==> config.mk <==
export PLATFORM = sky130hd
export DESIGN_NAME = mem_sp_sram_ctrl
export DESIGN_NICKNAME = d
export VERILOG_FILES = /design/src/rtl/mem_sp_sram_ctrl.sv
export SDC_FILE = /design/constraint.sdc
export NUM_CORES = 1
export LEC_CHECK = 0
export CAP_MARGIN = 20
export CORE_UTILIZATION = 29
export CTS_CLUSTER_SIZE = 30
export DETAILED_ROUTE_END_ITERATION = 6
export PLACE_DENSITY = 0.77
export SYNTH_ARGS = -nofsm -noshare
export SYNTH_HDL_FRONTEND = slang
export SYNTH_SLANG_ARGS = --single-unit
==> constraint.sdc <==
create_clock -name aclk -period 1.2 [get_ports aclk]
set_input_delay 0.24 -clock aclk [delete_from_list [all_inputs] [get_ports aclk]]
set_output_delay 0.24 -clock aclk [all_outputs]
set_load 0.005 [all_outputs]
==> src/rtl/mem_sp_sram_ctrl.sv <==
// Single-port SRAM controller with write/read arbitration and registered SRAM command.
// Optional macro MEM_SP_SRAM_CTRL_RDATA_REG_EN registers mem_rdata (read latency +1).
module mem_sp_sram_ctrl #(
  parameter int DATA_WIDTH  = 32,
  parameter int ADDR_WIDTH  = 16,
  parameter int STRB_WIDTH  = DATA_WIDTH / 8,
  parameter int SRAM_RD_LAT = 1
) (
  input  logic                  aclk,
  input  logic                  aresetn,
  input  logic                  mem_wr_en,
  input  logic [STRB_WIDTH-1:0] mem_wstrb,
  input  logic [ADDR_WIDTH-1:0] mem_waddr,
  input  logic [DATA_WIDTH-1:0] mem_wdata,
  input  logic                  mem_rd_en,
  input  logic [ADDR_WIDTH-1:0] mem_raddr,
  output logic [DATA_WIDTH-1:0] mem_rdata,
  output logic                  mem_ready,
  output logic                  sram_ce,
  output logic                  sram_we,
  output logic [STRB_WIDTH-1:0] sram_be,
  output logic [ADDR_WIDTH-$clog2(STRB_WIDTH)-1:0] sram_addr,
  output logic [DATA_WIDTH-1:0] sram_wdata,
  input  logic [DATA_WIDTH-1:0] sram_rdata
);

  localparam int BW = $clog2(STRB_WIDTH);
  localparam logic [1:0] LAT_M1 = 2'(SRAM_RD_LAT - 1);

  typedef enum logic [1:0] {
    IDLE,
    WR,
    RD_WAIT,
    RD_DONE
  } state_t;

  state_t     state_q, state_d;
  logic       last_rd_q, last_rd_d;
  logic [1:0] cnt_q, cnt_d;
  logic       ready_d;
  logic       grant_wr, grant_rd;

  always_comb begin
    state_d   = state_q;
    last_rd_d = last_rd_q;
    cnt_d     = cnt_q;
    ready_d   = 1'b0;
    grant_wr  = 1'b0;
    grant_rd  = 1'b0;
    case (state_q)
      IDLE: begin
        // a registered read completion is still on the bus here
        if (!mem_ready) begin
          if (mem_wr_en && mem_rd_en) begin
            grant_wr = last_rd_q;
            grant_rd = !last_rd_q;
          end else begin
            grant_wr = mem_wr_en;
            grant_rd = mem_rd_en;
          end
        end
        if (grant_wr) begin
          state_d   = WR;
          last_rd_d = 1'b0;
          ready_d   = 1'b1;
        end
        if (grant_rd) begin
          state_d   = RD_WAIT;
          last_rd_d = 1'b1;
          cnt_d     = 2'd0;
        end
      end
      WR: state_d = IDLE;
      RD_WAIT: begin
        if (cnt_q == LAT_M1) begin
          state_d = RD_DONE;
          cnt_d   = 2'd0;
`ifndef MEM_SP_SRAM_CTRL_RDATA_REG_EN
          ready_d = 1'b1;
`endif
        end else begin
          cnt_d = cnt_q + 2'd1;
        end
      end
      RD_DONE: begin
        state_d = IDLE;
`ifdef MEM_SP_SRAM_CTRL_RDATA_REG_EN
        ready_d = 1'b1;
`endif
      end
      default: state_d = IDLE;
    endcase
  end

  always_ff @(posedge aclk or negedge aresetn) begin
    if (!aresetn) begin
      state_q   <= IDLE;
      last_rd_q <= 1'b1;
      cnt_q     <= 2'd0;
      mem_ready <= 1'b0;
    end else begin
      state_q   <= state_d;
      last_rd_q <= last_rd_d;
      cnt_q     <= cnt_d;
      mem_ready <= ready_d;
    end
  end

  always_ff @(posedge aclk or negedge aresetn) begin
    if (!aresetn) begin
      sram_ce    <= 1'b0;
      sram_we    <= 1'b0;
      sram_be    <= '0;
      sram_addr  <= '0;
      sram_wdata <= '0;
    end else begin
      sram_ce    <= grant_wr | grant_rd;
      sram_we    <= grant_wr;
      sram_be    <= grant_wr ? mem_wstrb : '0;
      sram_wdata <= grant_wr ? mem_wdata : '0;
      if (grant_wr)
        sram_addr <= mem_waddr[ADDR_WIDTH-1:BW];
      else if (grant_rd)
        sram_addr <= mem_raddr[ADDR_WIDTH-1:BW];
      else
        sram_addr <= '0;
    end
  end

`ifdef MEM_SP_SRAM_CTRL_RDATA_REG_EN
  always_ff @(posedge aclk or negedge aresetn) begin
    if (!aresetn)
      mem_rdata <= '0;
    else if (state_q == RD_DONE)
      mem_rdata <= sram_rdata;
  end
`else
  assign mem_rdata = (state_q == RD_DONE) ? sram_rdata : '0;
`endif

  generate
    if (BW > 0) begin : g_lsb
      logic unused_lsb;
      assign unused_lsb = ^{mem_waddr[BW-1:0], mem_raddr[BW-1:0]};
    end
  endgenerate

endmodule

# Word level (Yosys, flattened, before mapping)
# Index checks and enable logic that the tools add are counted.
dict set report totals {
  regBits 58
}
dict set report classes {
  bitwise_logic 1
  addsub 1
  eq_ne 6
  n_reduce_logical 10
  muxes 25
}
# op n
set ops {}
lappend ops {{2-to-1 mux 32 bit} 2}
lappend ops {{2-to-1 mux 14 bit} 2}
lappend ops {{2-to-1 mux 1 bit} 12}
lappend ops {{2-to-1 mux 2 bit} 5}
lappend ops {{case mux 2 bit (3 select lines)} 1}
lappend ops {{AND reduction 2 bit} 3}
lappend ops {{== test 2 bit (second input constant)} 2}
lappend ops {{zero test 2 bit} 2}
lappend ops {{2-to-1 mux 4 bit} 1}
lappend ops {{!= test 2 bit (second input constant)} 2}
lappend ops {{case mux 2 bit (2 select lines)} 1}
lappend ops {{nonzero test 2 bit} 2}
lappend ops {{!= test 3 bit (second input constant)} 1}
lappend ops {{adder 2 x 1 -> 2 bit (second input constant)} 1}
lappend ops {{== test 2 x 1 -> 1 bit (second input constant)} 1}
lappend ops {{case mux 1 bit (2 select lines)} 1}
lappend ops {{OR reduction 2 bit} 1}
lappend ops {{logical AND 1 bit} 1}
lappend ops {{zero test 1 bit} 1}
lappend ops {{OR 1 bit} 1}

# Depth between registers and ports, before layout
dict set report logic_depth {
  depth_word 7
  mapped_depth 5
  ltp_nobuf 4
}

# Least setup slack after synthesis
# Ideal clock, no wire load.
dict set report synth_timing {
  path_type {register to register}
  start {register last_rd_q}
  end {register sram_addr[10]}
  setup_ps 121
  required_time_ps 1079
  path_buffers 2
  period_less_slack_ps 1283
  slack_ps -83
  stages_incl_launch_ff 6
  t_arrival_ps 1162
  path_cell_list {dfstp_2 > nand2_1 > and3_1 > buf_2 > buf_6 > a22o_1}
}
dict set report synth_between {
  elab_chain_cells 7
  elab_cells_between_ends 11
  classes_between {mux: 10; reduce/logical: 1}
}
# item line
set synth_rtl {}
lappend synth_rtl {{from (decl)} 38} ;# logic last_rd_q, last_rd_d;
lappend synth_rtl {{from (signal assigned)} 103} ;# last_rd_q <= last_rd_d;
lappend synth_rtl {{zero test 1 bit} 56} ;# grant_rd = !last_rd_q;
lappend synth_rtl {{2-to-1 mux 1 bit} 54} ;# if (mem_wr_en && mem_rd_en) begin
lappend synth_rtl {{2-to-1 mux 1 bit} 53} ;# if (!mem_ready) begin
lappend synth_rtl {{2-to-1 mux 1 bit (2 in series)} 50} ;# case (state_q)
lappend synth_rtl {{2-to-1 mux 14 bit} 123} ;# else if (grant_rd)
lappend synth_rtl {{2-to-1 mux 14 bit (*)} 121} ;# if (grant_wr)
lappend synth_rtl {{to (signal assigned)} 122} ;# sram_addr <= mem_waddr[ADDR_WIDTH-1:BW];
lappend synth_rtl {{to (signal assigned)} 124} ;# sram_addr <= mem_raddr[ADDR_WIDTH-1:BW];
lappend synth_rtl {{to (decl)} 22} ;# output logic [ADDR_WIDTH-$clog2(STRB_WIDTH)-1:0] sram_addr,
# Every way passes the cells marked *; elsewhere a longest branch is shown, timed or not. The select of a mux whose other input is x is not followed.
# A chain may end at the register's enable or synchronous reset.

# Worst setup path in the final report
dict set report layout_timing {
  start {register state_q[1]}
  end {output mem_rdata[17]}
}
dict set report layout_between {
  elab_chain_cells 2
}
# item line
set layout_rtl {}
lappend layout_rtl {{from (decl)} 37} ;# state_t state_q, state_d;
lappend layout_rtl {{from (signal assigned)} 102} ;# state_q <= state_d;
lappend layout_rtl {{== test 2 bit} 138} ;# assign mem_rdata = (state_q == RD_DONE) ? sram_rdata : '0;
lappend layout_rtl {{2-to-1 mux 32 bit} 138}
lappend layout_rtl {{to (decl)} 17} ;# output logic [DATA_WIDTH-1:0] mem_rdata,
# Every way passes these cells.

==> impl_metrics.ini <==
[timing]
rsz0062_at_grt = true
slew_headroom = 0.801
fmax_mhz = 649
setup_viol = 90
skew_ns = 0.00719
worst_pin_slew_ns = 0.299
finalWorstSetupSlack_ns = -0.342
final.setup.tns_ns = -22.55
fin_crit_ns = 1.54
fin_crit_sh = 1.28
final_hold_viol_count = 0
slew_violations = 0

[logic_synthesis]
synth_area_leaders = dfrtp_1 (63%), and2_1 (10%), and3_1 (9.4%)
synth_seq_cells = 58
yosys_warnings = 0
synthArstFlopShare = 1.00
synth.avg_cell_area_um2 = 12.9
synth_cell_type_count = 19
yosysMostFrequentCell = dfrtp_1
synth_top_cell_area_share = 0.632
syn_inst = 175
yosysSeqAreaShare = 0.644
synth.largest_area_cell = dfrtp_1
syn_area_mm2 = 0.00226
synth-main-ff-cell = dfrtp_1
yosys-top-cells-count = dfrtp_1 (57), and2_1 (36), and3_1 (34)
synth_edf_count = 0
synth_nets = 281

[clocking]
clock_sinks = 58
cts-htree-levels = 3
clkLatencyLatePin_ns = 0.33
cts.clk_slew.worst_paths_ns = 0.06
cts_root_buf = clkbuf_8
numCtsBuffers = 9
cts_tree = done
clockBufferDepth = 2

[global_routing]
grt_overflow = 0
met1_usage = 0.200
busiest_layer = met2
grtUsageMet2 = 0.306
grtUsageMet3 = 0.0761
antenna_found_initial = 0
grt_util_all_layers = 0.179
grt_pass1_vias = 2211
grt_max_degree = 59
grt_pass1_wl_um = 11200

[setup_path]
path_class = flop to output port
cp.required_ns = 0.96
cp_max_fo = 8
crit_path_cell_trace = buf_6 > buf_16 > and3_4 > buf_6
critPathLaunchType = flop
critical_path_arrival_ns = 1.30
path_common_cell = buf_6
max_stage_delay_ns = 0.43
worstSetupEndpointType = output port
cp_slowest_cell = dfrtp_2

[layout]
fillers = 567
drive_gt1_frac = 0.306
syn_to_final_growth_pct = 118
antenna_cells = 0
fin_area_mm2 = 0.00493
nets = 497

[floorplan]
io_pins = 189
initial_core_util = 0.306
chipWidth_um = 90.2
rows = 31
die_y_um = 90.2
core_mm2 = 0.00737
fp.dieArea_mm2 = 0.00814

[outcome]
status = complete, but fails checks
violations = setup timing

[place]
place.gp.congestion = 0.757
numPortBuffers = 184
place_area_mm2 = 0.00426
dp.final_hpwl_um = 4690

[flow_run]
drv_cap = 0

[power_and_ir_drop]
ir_worst_vdd_uv = 978
p_leak_nw = 2.35
cellPowerDensity_mw_per_mm2 = 1640
finalPower_mw = 8.06

[route]
vias_per_cell = 4.30
drc_errors = 0
routed_wl_um = 7240
ant_nets = 0
dr_total_vias = 2123
wl_per_cell_um = 14.6
drtIter0Drc = 52
first_pass_iters = 3

[min_path]
hp-class = input port to async pin
==> layout make-up <==
class	count	area, µm²	area share
timing repair buffer	219	2340	0.476
multi-input combinational	100	836	0.170
clock buffer	9	124	0.0251
inverter	3	11.3	0.00229
clock inverter	6	35.0	0.00711
sequential	58	1450	0.295
tap	99	124	0.0251
==> critical path: cells and delay by family, from the launching register on <==
kind | cells | cell delay [ns]
flip-flops | 1 | 0.43
buffers and inverters | 3 | 0.38
AND/OR/NAND/NOR | 1 | 0.17
==> final timing paths <==
kind / slack (ns) / to / startpoint / depth (start not counted)
max: -0.34 / mem_rdata[17] / state_q[1] / 4
min: 0.45 / sram_we / aresetn / 3
max reg2reg: -0.30 / sram_wdata[8] / state_q[1] / 6
min reg2reg: 0.55 / cnt_q[0] / cnt_q[0] / 2
max in group asynchronous: 0.47 / last_rd_q / aresetn / 3
min in group aclk: 0.48 / sram_be[1] / mem_wstrb[1] / 2
==> state kept, by name, indices dropped and copies added, names as in the netlist <==
register    cells
sram_we         1
state_q         2
sram_wdata     32
sram_addr      14
cnt_q           2
mem_ready       1
sram_be         4
sram_ce         1
last_rd_q       1
==> power breakdown <==
group	switching, mW	leakage, nW	internal, mW
Clock	0.747	0.0806	0.719
Combinational	1.42	1.48	2.60
Sequential	0.159	0.782	2.41
Total	2.33	2.35	5.73
==> metal layers <==
metal / up-vias / part of all wire
li1: 1018 / -
met1: 994 / 0.38
met2: 95 / 0.53
met3: 16 / 0.070
met4: 0 / 0.023
met5: - / 0
==> stage by stage <==
step / instances / hold slack [ns] / setup slack, ns / util
6_report: 494 / 0.446 / -0.342 / 0.669
3_5_place_dp: 457 / 0.264 / -0.407 / 0.578
3_3_place_gp: 457 / 0.261 / -0.388 / 0.578
5_1_grt: 494 / 0.458 / -0.400 / 0.669
4_1_cts: 490 / 0.440 / -0.347 / 0.643
2_1_floorplan: 175 / -0.0556 / -0.0597 / -
==> cell usage in the layout (no fill, tap or decap), types with 8 or more instances in the layout <==
cell type,n
and3_4,24
buf_12,8
buf_4,12
and3_1,10
clkdlybuf4s50_1,98
and2_4,9
buf_2,14
dfrtp_1,56
clkdlybuf4s15_1,51
clkbuf_8,9
buf_6,25
a22o_1,14
and2_1,27
==> repair_timing <==
| item | 4_1_cts | 5_1_grt |
|---|---|---|
| endpoints found under the hold margin | 57 | 0 |
| setup buffers | 11 | 2 |
| hold buffers | 1 | 0 |
| pin swaps | 1 | 1 |
| cloned | 6 | 3 |
| setup endpoints to repair | 141 | 117 |
| resized for setup | 263 | 47 |
==> cell families (layout without fill, tap and decap cells) <==
kind of cell	count (synthesis)	after routing	share of synthesized area
mux	2	2	0.00887
fa+ha+maj	2	2	0.0111
compound gates	19	19	0.0693
flops	58	58	0.644
simple gates	77	77	0.215
buf+inv	17	237	0.0521
(Power assumes the default switching activity.)
